==> config.mk <==
export PLATFORM = sky130hd
export DESIGN_NAME = fl_lfsr_frame_gen
export DESIGN_NICKNAME = d
export VERILOG_FILES = /design/src/rtl/fl_gen_pkg.sv /design/src/rtl/fl_gen_lfsr.sv /design/src/rtl/fl_lfsr_frame_gen.sv
export SDC_FILE = /design/constraint.sdc
export NUM_CORES = 1
export LEC_CHECK = 0
export ABC_AREA = 1
export CAP_MARGIN = 20
export CORE_MARGIN = 3
export CORE_UTILIZATION = 45
export CTS_CLUSTER_SIZE = 40
export DETAILED_ROUTE_END_ITERATION = 7
export HOLD_SLACK_MARGIN = 0.08
export PLACE_DENSITY = 0.81
export SLEW_MARGIN = 10
export SYNTH_ARGS = -nofsm -noshare
export SYNTH_HDL_FRONTEND = slang
export SYNTH_HIERARCHICAL = 1
export SYNTH_SLANG_ARGS = --single-unit
==> constraint.sdc <==
create_clock -name CLK -period 2.48 [get_ports CLK]
set_input_delay 0.744 -clock CLK [delete_from_list [all_inputs] [get_ports CLK]]
set_output_delay 0.744 -clock CLK [all_outputs]
set_load 0.01 [all_outputs]
==> src/rtl/fl_gen_pkg.sv <==
// Shared types and helpers for the FrameLink LFSR frame generator.
// Holds the default polynomial, FSM state encoding and frame shaping math.
package fl_gen_pkg;

    localparam logic [31:0] LFSR_POLY_DEFAULT = 32'h80200003;

    typedef enum logic [1:0] {
        IDLE,
        PREP,
        SEND
    } state_t;

    typedef struct packed {
        logic [15:0] words;
        logic [15:0] rem;
    } frame_shape_t;

    // Number of bus words for len bytes and index of the last valid byte.
    function automatic frame_shape_t frame_shape(
        input logic [15:0] len,
        input int unsigned bytes
    );
        frame_shape_t s;
        s.words = 16'((32'(len) + bytes - 32'd1) / bytes);
        s.rem   = 16'((32'(len) - 32'd1) % bytes);
        return s;
    endfunction

endpackage

==> src/rtl/fl_gen_lfsr.sv <==
// 32-bit right-shift Galois LFSR with seed load and single-step enable.
// A zero seed is replaced by 1 so the register never locks up.
module fl_gen_lfsr
    import fl_gen_pkg::*;
#(
    parameter logic [31:0] POLY     = LFSR_POLY_DEFAULT,
    parameter int          OUT_BITS = 4
) (
    input  logic                clk,
    input  logic                reset,
    input  logic                load,
    input  logic [31:0]         seed,
    input  logic                step,
    output logic [OUT_BITS-1:0] next_bits
);

    logic [31:0] value;
    logic [31:0] next;

    assign next = {1'b0, value[31:1]} ^ (value[0] ? POLY : 32'd0);
    assign next_bits = OUT_BITS'(next);

    always_ff @(posedge clk) begin
        if (reset) begin
            value <= 32'd1;
        end else if (load) begin
            value <= (seed == 32'd0) ? 32'd1 : seed;
        end else if (step) begin
            value <= next;
        end
    end

endmodule

==> src/rtl/fl_lfsr_frame_gen.sv <==
// FrameLink single-part frame generator with LFSR-driven frame lengths.
// Payload byte j is j[7:0]; word 0 carries length and sequence number.
module fl_lfsr_frame_gen
    import fl_gen_pkg::*;
#(
    parameter int          DATA_WIDTH = 64,
    parameter int          MIN_LEN    = 64,
    parameter int          LEN_BITS   = 4,
    parameter logic [31:0] LFSR_POLY  = LFSR_POLY_DEFAULT,
    localparam int         BYTES      = DATA_WIDTH / 8,
    localparam int         REM_W      = $clog2(BYTES)
) (
    input  logic                  CLK,
    input  logic                  RESET,
    input  logic                  START,
    input  logic                  STOP,
    input  logic [31:0]           SEED,
    input  logic [15:0]           FRAME_COUNT,
    output logic                  BUSY,
    output logic [15:0]           FRAMES_SENT,
    output logic [DATA_WIDTH-1:0] TX_DATA,
    output logic [REM_W-1:0]      TX_REM,
    output logic                  TX_SOF_N,
    output logic                  TX_SOP_N,
    output logic                  TX_EOF_N,
    output logic                  TX_EOP_N,
    output logic                  TX_SRC_RDY_N,
    input  logic                  TX_DST_RDY_N
);

    state_t              state;
    state_t              state_next;
    logic [LEN_BITS-1:0] lfsr_bits;
    logic [15:0]         len;
    logic [15:0]         word_cnt;
    logic [15:0]         frames_sent;
    logic [15:0]         frame_count;
    logic                stop_pend;
    logic                busy;
    logic [15:0]         words;
    logic [15:0]         rem_all;
    logic                idle_start;
    logic                xfer;
    logic                last;
    logic                eof_xfer;
    logic [15:0]         sent_next;
    logic                finish;
    logic                sof_n;
    logic                eof_n;

    assign {words, rem_all} = frame_shape(len, BYTES);

    assign idle_start = (state == IDLE) && START;
    assign xfer       = (state == SEND) && !TX_DST_RDY_N;
    assign last       = (word_cnt == words - 16'd1);
    assign eof_xfer   = xfer && last;
    assign sent_next  = frames_sent + 16'd1;
    assign finish     = eof_xfer &&
                        (stop_pend || STOP ||
                         (frame_count != 16'd0 &&
                          sent_next == frame_count));

    fl_gen_lfsr #(
        .POLY     (LFSR_POLY),
        .OUT_BITS (LEN_BITS)
    ) u_lfsr (
        .clk       (CLK),
        .reset     (RESET),
        .load      (idle_start),
        .seed      (SEED),
        .step      (state == PREP),
        .next_bits (lfsr_bits)
    );

    always_ff @(posedge CLK) begin
        if (RESET) begin
            state <= IDLE;
        end else begin
            state <= state_next;
        end
    end

    always_comb begin
        state_next = state;
        unique case (state)
            IDLE: if (START) state_next = PREP;
            PREP: state_next = SEND;
            SEND: if (eof_xfer) state_next = finish ? IDLE : PREP;
            default: state_next = IDLE;
        endcase
    end

    always_ff @(posedge CLK) begin
        if (RESET) begin
            len         <= 16'd0;
            word_cnt    <= 16'd0;
            frames_sent <= 16'd0;
            frame_count <= 16'd0;
            stop_pend   <= 1'b0;
            busy        <= 1'b0;
        end else begin
            if (idle_start) begin
                frame_count <= FRAME_COUNT;
                frames_sent <= 16'd0;
                stop_pend   <= 1'b0;
                busy        <= 1'b1;
            end
            if (state == PREP) begin
                len      <= 16'(MIN_LEN) + 16'(lfsr_bits);
                word_cnt <= 16'd0;
            end
            if (xfer) begin
                if (last) begin
                    frames_sent <= sent_next;
                end else begin
                    word_cnt <= word_cnt + 16'd1;
                end
            end
            if (busy && STOP) begin
                stop_pend <= 1'b1;
            end
            if (finish) begin
                busy      <= 1'b0;
                stop_pend <= 1'b0;
            end
        end
    end

    // The sequence number always equals frames_sent, so one register serves both.
    always_comb begin
        TX_SRC_RDY_N = 1'b1;
        sof_n        = 1'b1;
        eof_n        = 1'b1;
        TX_REM       = '0;
        TX_DATA      = '0;
        if (state == SEND) begin
            TX_SRC_RDY_N = 1'b0;
            sof_n        = (word_cnt != 16'd0);
            eof_n        = !last;
            if (last) begin
                TX_REM = REM_W'(rem_all);
            end
            for (int k = 0; k < BYTES; k++) begin
                TX_DATA[8*k +: 8] =
                    8'(32'(word_cnt) * 32'(BYTES) + 32'(k));
            end
            if (word_cnt == 16'd0) begin
                TX_DATA[15:0]  = len;
                TX_DATA[31:16] = frames_sent;
            end
        end
    end

    assign TX_SOF_N    = sof_n;
    assign TX_SOP_N    = sof_n;
    assign TX_EOF_N    = eof_n;
    assign TX_EOP_N    = eof_n;
    assign BUSY        = busy;
    assign FRAMES_SENT = frames_sent;

endmodule

==> results of run 1 <==
==> kinds of logic after synthesis <==
group / after synthesis / synth area share, %
AO/OA/AOI/OAI: 217 / 19.6
XOR/XNOR: 26 / 4.29
adder cells (fa/ha/maj): 5 / 1.11
buffers and inverters: 165 / 14.1
flip-flops: 89 / 31.7
other: 1 / 0.0667
AND/OR/NAND/NOR: 381 / 29.1
==> metal layers <==
| layer | wire length, µm | GRT usage, % | share of wire [%] |
|---|---|---|---|
| met4 | 388 | 7.69 | 2.2 |
| met3 | 1690 | 6.82 | 9.4 |
| met5 | 0 | 0 | 0 |
| met2 | 8790 | 43.4 | 49 |
| met1 | 7150 | 29.3 | 40 |
==> layout make-up <==
type,instances,area (µm²)
clock buffer,10,229
sequential,89,1790
timing repair buffer,243,2200
clock inverter,6,82.6
multi-input combinational,635,3410
inverter,90,353
fill,1034,3840
tap,168,210
==> cells in the mapped netlist (all sizes together) (2+ instances only) <==
master / number
xor2: 19
nand3: 50
nor2: 115
xnor2: 6
o21ai: 125
inv: 88
dfxtp: 89
nor3: 10
nand4: 20
clkbuf: 27
o22ai: 5
buf: 48
a21oi: 83
nand2: 184
clkinv: 2
ha: 5
==> metrics by stage <==
stage | hold slack (ps) | total power [mW]
floorplan | 445 | 2.33
global placement | 469 | 2.77
detailed placement | 476 | 2.79
CTS | 487 | 4.38
global route | 518 | 4.71
finish | 488 | 4.50
==> sequential cells by signal, indices dropped and copies added, names as in the netlist <==
register / cells
BUSY: 1
len: 5
word_cnt: 16
frame_count: 16
stop_pend: 1
FRAMES_SENT: 16
state: 2
u_lfsr/value: 32
==> critical path, stage by stage (launching register included) <==
cell and delay (ps):
dfxtp_2 330, inv_4 70, ha_4 140, nand2_4 50, nand2_4 70, inv_2 40
nor2_4 100, ha_4 170, nand2_4 60, nor3_4 130, nand3_2 100, o31ai_2 70
nand3_1 100, a21oi_1 120, nand4_1 130, buf_6 160, a21oi_2 90, buf_2 140
==> what timing repair did <==
item                       4_1_cts  5_1_grt
buffers inserted                18       11
pin swaps                       17       15
setup endpoints to repair       64       73
resized for setup              229       68
==> power by group through the flow <==
stage                     registers, mW  logic (mW)  clock network (mW)
final                              1.63        1.41                1.46
after global routing               1.64        1.54                1.53
after CTS                          1.63        1.28                1.47
after detailed placement           1.65        1.14                   0
after global placement             1.65        1.12                   0
after floorplan                    1.65       0.686                   0
==> worst paths after layout <==
path | startpoint | endpoint | slack, ps | depth (start not counted)
hold / removal | frame_count[4] | frame_count[4] | 490 | 2
setup / recovery | len[0] | TX_REM[2] | -710 | 17
hold reg to reg | frame_count[4] | frame_count[4] | 490 | 2
setup reg to reg | len[0] | state[0] | 120 | 17
==> results by group, run 1 <==
Power
  – Pwr/cell area: 543 nW/µm²
  – Part of the power in registers: 36.3%
  – VDD IR max: roughly 0.4 mV
  – Clock power share: between 30% and 40%
  – Leakage power: 3.72 nW
  – Switching pwr: 1.38 mW
  – Power Internal: around 3.1 mW
  – Logic pwr share: roughly 31%
  – Switching Fraction: 30.8%

Drt
  – DRT iter0 DRCs: 486
  – Via count: 6527
  – DRC viols: 0
  – Final WL: 18000 µm
  – First-pass iteration count of the detailed router: 5
  – Routed wire per std cell: 14.5 µm
  – Via/cell ratio: about 5.3
  – ANT nets after route: 0

Die
  – Area of the core: between 10000 and 15000 µm²
  – # rows: 40
  – Chip Height: approximately 120 µm
  – Die footprint: 13900 µm²
  – Die W: between 100 and 150 µm
  – IO Count: 142
  – Initial core utilization: 46.4%

Layout
  – Final std cells w/o fill: 1241
  – P&R area growth vs syn: 47.2%
  – Final #Nets: around 1100
  – Inserted Diodes: 0
  – Most frequent cells in the layout: nand2_1, o21ai_0, buf_4, nor2_1, dfxtp_1
  – Final Util: 68.3%
  – Non-Filler Cell Area, Final: 8280 µm²
  – Share of cells above drive strength 1: 22.8%
  – Most common cell after layout, fill and taps aside: nand2_1

Clock tree
  – Clock Latency Late Sink: 350 ps
  – CTS Root Cell: clkbuf_16
  – Clock buffer depth: 2
  – TritonCTS Buffers: 9
  – Htree depth: 3
  – TritonCTS clock tree: yes
  – # hold bufs at CTS: 0
  – Clock sink count: 89
  – Clock slew at reported path FFs: roughly 60 ps

Place
  – Placer Congestion: 0.972
  – IO buf count: 135
  – DP Cell Count: 1201
  – Placed Area: around 7400 µm²
  – Post-DP HPWL: 12800 µm
  – Pre-CTS setup slack: -737 ps

Logic synthesis
  – Synthesized instance count: 884
  – Mapped Area: 5620 µm²
  – Top FF cell, synth: dfxtp_1
  – Synth warn: 6
  – Avg Inst Size Synth: 6.36 µm²
  – Post-synth EDFFs: 0
  – FFs w/ async S/R, synth: 0%
  – Yosys top cell by area: dfxtp_1
  – Yosys top cell area share: approximately a third
  – Post-synthesis sequential area ratio: 31.7%
  – Synth area leaders: dfxtp_1, nand2_1, o21ai_0
  – Flops & latches, synth: 89
  – Distinct cells, synth: 38

Setup path
  – Nature of the critical path endpoint: output port
  – Crit path kind: register to output port
  – Setup crit start kind: register
  – Worst Path Required: 1740 ps
  – CP arrival: 2440 ps
  – Worst-path fanout max: 5

Timing
  – Slew @ Worst Pin: just over 700 ps
  – RSZ-0062 raised after global routing: yes
  – Final TNS setup: -6650 ps
  – PnR worst setup slack: -706 ps
  – Setup Skew: 8.53 ps
  – Final setup viols: 28
  – Final hold violation count: 0
  – Max-slew violations: 0
  – Fmax achieved: ~0.31 GHz
  – Normalized max-slew margin: 51.5%
  – Period utilization: 128%
  – Minimum clock period after layout: roughly 3200 ps

Global routing
  – GRT Util Overall: 24.7%
  – Grt ovf: 0
  – Largest net degree at the start of global routing: 43
  – First-pass GRT wire length: between 20000 and 30000 µm
  – Initial antenna violation count: 0
  – Number of global-route vias before repair: 6007

Worst hold path
  – HP Class: register to register

Status
  – Outcome: complete, but fails checks
  – Violated checks: negative setup slack

Job
  – Max-cap viol count: 0
No activity file was read; power rests on OpenSTA's default activity.
==> inputs of run 2 (changes only) <==
clock period = 2.7 ns   (was 2.48 ns; I/O delays follow)
==> results by group, run 2 (same netlist as run 1, synthesis figures left out) <==
Status
  – Outcome: complete, but fails checks
  – Violated checks: negative setup slack

Drt
  – DRT iter0 DRCs: 579 (+19%)
  – Routed wire per std cell: 14.7 µm (+1.0%)
  – Final WL: 18200 µm (+1.1%)
  – First-pass iteration count of the detailed router: 8 (+3)
  – Via/cell ratio: 5.34 (+1.6%)
  – ANT nets after route: 0 (unchanged)
  – Via count: 6635 (+1.7%)
  – DRC viols: 0 (unchanged)

Clock tree
  – # hold bufs at CTS: 0 (unchanged)
  – TritonCTS Buffers: 9 (unchanged)
  – CTS Root Cell: clkbuf_16
  – Htree depth: 3 (unchanged)
  – Clock Latency Late Sink: 350 ps (about the same)
  – Clock buffer depth: 2 (unchanged)
  – TritonCTS clock tree: yes
  – Clock slew at reported path FFs: 70 ps (about the same)
  – Clock sink count: 89 (unchanged)

Layout
  – FF/Latch Area: 1790 µm² (+0.21%)
  – Max reg flops: 32 (unchanged)
  – P&R area growth vs syn: 44.9%
  – Most common cell after layout, fill and taps aside: nand2_1
  – Final Util: 67.3% (-1.1 points)
  – Reg with most FFs: u_lfsr/value
  – Most frequent cells in the layout: nand2_1, clkdlybuf4s50_1, o21ai_0, buf_4, nor2_1
  – Inserted Diodes: 0 (unchanged)
  – Filler cells: 1045 (+1.1%)
  – Final #Nets: 1127 (+0.089%)
  – Multi-input logic area: 3340 µm² (-2.1%)
  – Share of cells above drive strength 1: 22.6% (-0.21 points)

Timing
  – Normalized max-slew margin: 49.6% (-1.9 points)
  – Minimum clock period after layout: 3300 ps
  – Slew @ Worst Pin: 755 ps (+29.2 ps)
  – Final hold violation count: 0 (unchanged)
  – Final TNS setup: -4050 ps (+2590 ps)
  – Final setup viols: 26 (-7.1%)
  – Fmax achieved: between 0.3 and 0.4 GHz
  – Max-slew violations: 0 (unchanged)
  – PnR worst setup slack: -595 ps (+111 ps)
  – Final hold slack: 495 ps (+6.76 ps)
  – RSZ-0062 raised after global routing: yes
  – Period utilization: 122%
  – Setup Skew: 8.54 ps (+0.00719 ps)

Global routing
  – First-pass GRT wire length: 28500 µm (about the same)
  – Number of global-route vias before repair: 6046 (+0.65%)
  – Initial antenna violation count: 0 (unchanged)
  – GRT Util Overall: 24.7% (-0.054 points)
  – Grt ovf: 0 (unchanged)
  – Largest net degree at the start of global routing: 43 (unchanged)

Power
  – VDD IR max: 0.368 mV (-8.6%)
  – Total chip power: 4.18 mW (-7.0%)
  – Pwr/cell area: 513 nW/µm² (-5.5%)
  – Leakage power: 3.60 nW (-3.2%)

Job
  – Max-cap viol count: 0 (unchanged)

Setup path
  – CP max stage delay: 350 ps (+20 ps)
  – Max stage delay cell, worst path: dfxtp_2
  – Worst Path Required: 1890 ps (+150 ps)
  – Setup crit start kind: register
  – Crit path cell chain: inv_4 > buf_4 > nand4_1 > nand2_2 > nor2_4 > ha_4 > nand2_4 > nor3_4 > nand3_2 > o31ai_2 > nand3_1 > a21oi_2 > nand4_1 > buf_6 > a21oi_2 > buf_2
  – Worst-path fanout max: 5 (unchanged)
  – CP arrival: 2490 ps (+50 ps)
  – Nature of the critical path endpoint: output port
  – Cells on worst reg2reg path: 14 (-3)
  – Crit path kind: register to output port

Die
  – Chip Height: 118 µm (unchanged)
  – IO Count: 142 (unchanged)
  – Initial core utilization: 46.4% (unchanged)
  – Die W: 118 µm (unchanged)
  – Area of the core: 12100 µm² (unchanged)
  – Die footprint: 13900 µm² (unchanged)
  – # rows: 40 (unchanged)

Worst hold path
  – Hold depth: 2 (unchanged)
  – HP Class: register to register

Place
  – IO buf count: 135 (unchanged)
  – Pre-CTS setup slack: -625 ps (+111 ps)
  – Post-DP HPWL: 12400 µm (-3.1%)
  – Placer Congestion: 0.979 (+0.75%)
==> run 2: cell count changes in the layout (fill, tap and decap cells not counted), sizes merged <==
cell | previous run | this run
buf | 140 | 135
clkbuf | 10 | 14
clkdlybuf4s50 | 70 | 92
clkinv | 5 | 3
clkinvlp | 1 | 2
dlygate4sd2 | 30 | 7
dlymetal6s2s | 3 | 4
inv | 88 | 90
nand2 | 184 | 185
==> run 2: path summary, 6_finish.rpt <==
| kind | start | to | slack (ps) |
|---|---|---|---|
| worst max-delay path | len[0] | TX_REM[2] | -600 |
| worst min-delay path | frame_count[2] | frame_count[2] | 490 |
| worst max register to register | len[0] | FRAMES_SENT[7] | 20 |
| worst min register to register | frame_count[2] | frame_count[2] | 490 |
==> run 2: layout make-up <==
class / instances / area share, %
multi-input cells: 636 / 41.0
repair buffers: 243 / 26.1
flip-flops and latches: 89 / 22.0
inverters: 90 / 4.27
clock buffers: 9 / 2.76
well taps: 168 / 2.58
clock inverters: 7 / 1.24
==> run 2: what timing repair did <==
action	CTS	global route
setup buffers	25	13
endpoints found under the setup margin	44	73
gates resized for setup	162	73
pin swaps	16	12
gates cloned	0	1
==> run 2: worst max-delay path: cells and delay by family (launching register included) <==
family / cells / cell delay, ps
AO/OA/AOI/OAI: 3 / 290
adder cells (fa/ha/maj): 1 / 180
flip-flops: 1 / 350
AND/OR/NAND/NOR: 8 / 850
buffers and inverters: 4 / 460
==> run 2: stage by stage <==
step,std cells,cell area (µm²)
finish,1242,8150
global route,1242,8150
global placement,1190,7350
detailed placement,1190,7350
floorplan,889,5690
CTS,1228,7900
==> run 2: routing by layer <==
metal,up-vias,part of all wire [%],track usage [%]
met2,343,46,41.1
met3,53,9.0,5.96
met5,-,0,0
li1,3231,-,-
met1,3008,42,30.5
met4,0,2.9,10.3
==> run 2: power breakdown <==
part / internal (mW) / switching [mW] / leakage [nW]
logic: 0.625 / 0.676 / 2.71
registers: 1.43 / 0.0667 / 0.733
clock network: 0.819 / 0.562 / 0.153
==> inputs of run 3 (changes only) <==
SETUP_SLACK_MARGIN = 0.2   (was unset)
==> results by group, run 3 (same netlist as run 1, synthesis figures left out) <==
Status
  – Outcome: complete, but fails checks
  – Violated checks: negative setup slack

Power
  – Leakage power: 3.79 nW (+5.4%)
  – Pwr/cell area: 507 nW/µm² (-1.2%)
  – VDD IR max: 0.359 mV (-2.5%)

Setup path
  – Max stage delay cell, worst path: dfxtp_2
  – Buf/Inv on CP: 5 (+1)
  – Critical Path Stages: 16 (unchanged)
  – CP max stage delay: 350 ps (about the same)
  – CP arrival: 2500 ps (about the same)
  – Crit path kind: register to output port
  – Cells on worst reg2reg path: 14 (unchanged)
  – Setup crit start kind: register
  – Worst-path fanout max: 5 (unchanged)
  – Worst Path Required: 1890 ps (about the same)
  – Delay-heaviest family, CP: simple AND/OR/NAND/NOR gates
  – Crit path cell chain: inv_4 > ha_4 > nand2_4 > nand2_2 > inv_2 > nor2_4 > ha_4 > inv_4 > nand3_2 > o31ai_2 > nand3_1 > a21oi_2 > nand4_1 > buf_6 > a21oi_2 > buf_2
  – Nature of the critical path endpoint: output port

Global routing
  – Global route hottest layer: met2
  – Met1 usage: 31.0% (+0.44 points)
  – Number of global-route vias before repair: 6218 (+2.8%)
  – Grt ovf: 0 (unchanged)
  – Met3 Use GR: 6.10% (+0.14 points)
  – Met2 Resource Use GR: 42.3% (+1.1 points)
  – First-pass GRT wire length: 29400 µm (+3.4%)
  – GRT Util Overall: 25.5% (+0.79 points)
  – Largest net degree at the start of global routing: 43 (unchanged)
  – Initial antenna violation count: 0 (unchanged)

Die
  – # rows: 40 (unchanged)
  – Area of the core: 12100 µm² (unchanged)
  – IO Count: 142 (unchanged)
  – Die W: 118 µm (unchanged)
  – Die footprint: 13900 µm² (unchanged)
  – Chip Height: 118 µm (unchanged)
  – Initial core utilization: 46.4% (unchanged)

Timing
  – Final hold violation count: 0 (unchanged)
  – Final TNS setup: -12290 ps (-8230 ps)
  – Max-slew violations: 0 (unchanged)
  – Final setup viols: 55 (+110%)
  – Setup Skew: 9.59 ps (+1.06 ps)
  – Normalized max-slew margin: 47.2% (-2.4 points)
  – RSZ-0062 raised after global routing: yes
  – Fmax achieved: 0.302 GHz (-0.57%)
  – Slew @ Worst Pin: 791 ps (+35.8 ps)
  – Final hold slack: 501 ps (+6.13 ps)
  – PnR worst setup slack: -614 ps (-19.0 ps)
  – Period utilization: 123% (+0.71 points)
  – Minimum clock period after layout: 3310 ps (+19.0 ps)

Layout
  – Most frequent cells in the layout: nand2_1, nor2_1, o21ai_0, dfxtp_1, buf_4
  – P&R area growth vs syn: 53.2%
  – Reg with most FFs: u_lfsr/value
  – Max reg flops: 32 (unchanged)
  – Share of cells above drive strength 1: 27.6% (+5.0 points)
  – FF/Latch Area: 1790 µm² (unchanged)
  – Final Util: 71.1% (+3.9 points)
  – Most common cell after layout, fill and taps aside: nand2_1
  – Filler cells: 922 (-12%)
  – Final #Nets: 1144 (+1.5%)
  – Final std cells w/o fill: 1259 (+1.4%)
  – Inserted Diodes: 0 (unchanged)
  – Multi-input logic area: 3600 µm² (+7.7%)
  – Non-Filler Cell Area, Final: 8610 µm² (+5.7%)

Drt
  – Routed wire per std cell: 16.3 µm (+11%)
  – First-pass iteration count of the detailed router: 8 (unchanged)
  – Via count: 7065 (+6.5%)
  – Via/cell ratio: 5.61 (+5.0%)
  – DRT iter0 DRCs: 736 (+27%)
  – Final WL: 20500 µm (+12%)
  – ANT nets after route: 0 (unchanged)
  – DRC viols: 0 (unchanged)

Place
  – DP Cell Count: 1190 (unchanged)
  – Placer Congestion: 0.979 (unchanged)
  – Placed Area: 7350 µm² (unchanged)
  – IO buf count: 135 (unchanged)
  – Post-DP HPWL: 12400 µm (unchanged)

Clock tree
  – Clock slew at reported path FFs: 70 ps (about the same)
  – TritonCTS Buffers: 9 (unchanged)
  – CTS Root Cell: clkbuf_16
  – TritonCTS clock tree: yes
  – Clock sink count: 89 (unchanged)
  – Clock Latency Late Sink: 350 ps (about the same)
  – Htree depth: 3 (unchanged)
  – # hold bufs at CTS: 0 (unchanged)
  – Clock buffer depth: 2 (unchanged)

Job
  – Max-cap viol count: 0 (unchanged)

Worst hold path
  – Hold depth: 2 (unchanged)
  – HP Class: register to register
==> run 3: layout make-up <==
type                    count  area share, %
repair buffers            257           27.0
clock buffers               9           2.61
multi-input cells         639           41.8
clock inverters             7           1.18
well taps                 168           2.44
flip-flops and latches     89           20.8
inverters                  90           4.15
==> run 3: metal layers <==
metal | part of all wire [%] | up-vias | wire, µm
li1 | - | 3263 | -
met1 | 37 | 3228 | 7610
met2 | 48 | 466 | 9770
met3 | 11 | 108 | 2260
met4 | 4.2 | 0 | 871
met5 | 0 | - | 0
==> run 3: worst min-delay path, delay by kind of cell, from the launching register on <==
family,cells,cell delay [ps]
AOI/OAI and AO/OA,1,60
DFF,1,330
buffers and inverters,1,70
==> run 3: power by group <==
| group | switching, mW | internal (mW) |
|---|---|---|
| logic | 0.773 | 0.707 |
| registers | 0.0682 | 1.43 |
| clock network | 0.569 | 0.819 |
| total | 1.41 | 2.96 |
==> run 3: path summary, 6_finish.rpt <==
path / slack [ps] / endpoint / start
setup / recovery: -610 / TX_REM[2] / len[0]
setup reg to reg: -220 / FRAMES_SENT[7] / len[0]
hold / removal: 500 / frame_count[2] / frame_count[2]
hold reg to reg: 500 / frame_count[2] / frame_count[2]
==> run 3: per-stage QoR <==
stage | power, mW | setup slack, ps
after floorplan | 2.14 | -143
after global placement | 2.51 | -516
after detailed placement | 2.53 | -625
after CTS | 4.13 | -554
after global routing | 4.55 | -765
final | 4.37 | -614
==> run 3: what timing repair did <==
item                       4_1_cts  5_1_grt
buffers inserted                28       21
setup endpoints to repair       65       76
gates cloned                     0        4
pin swaps                       18       22
gates resized for setup        259      104
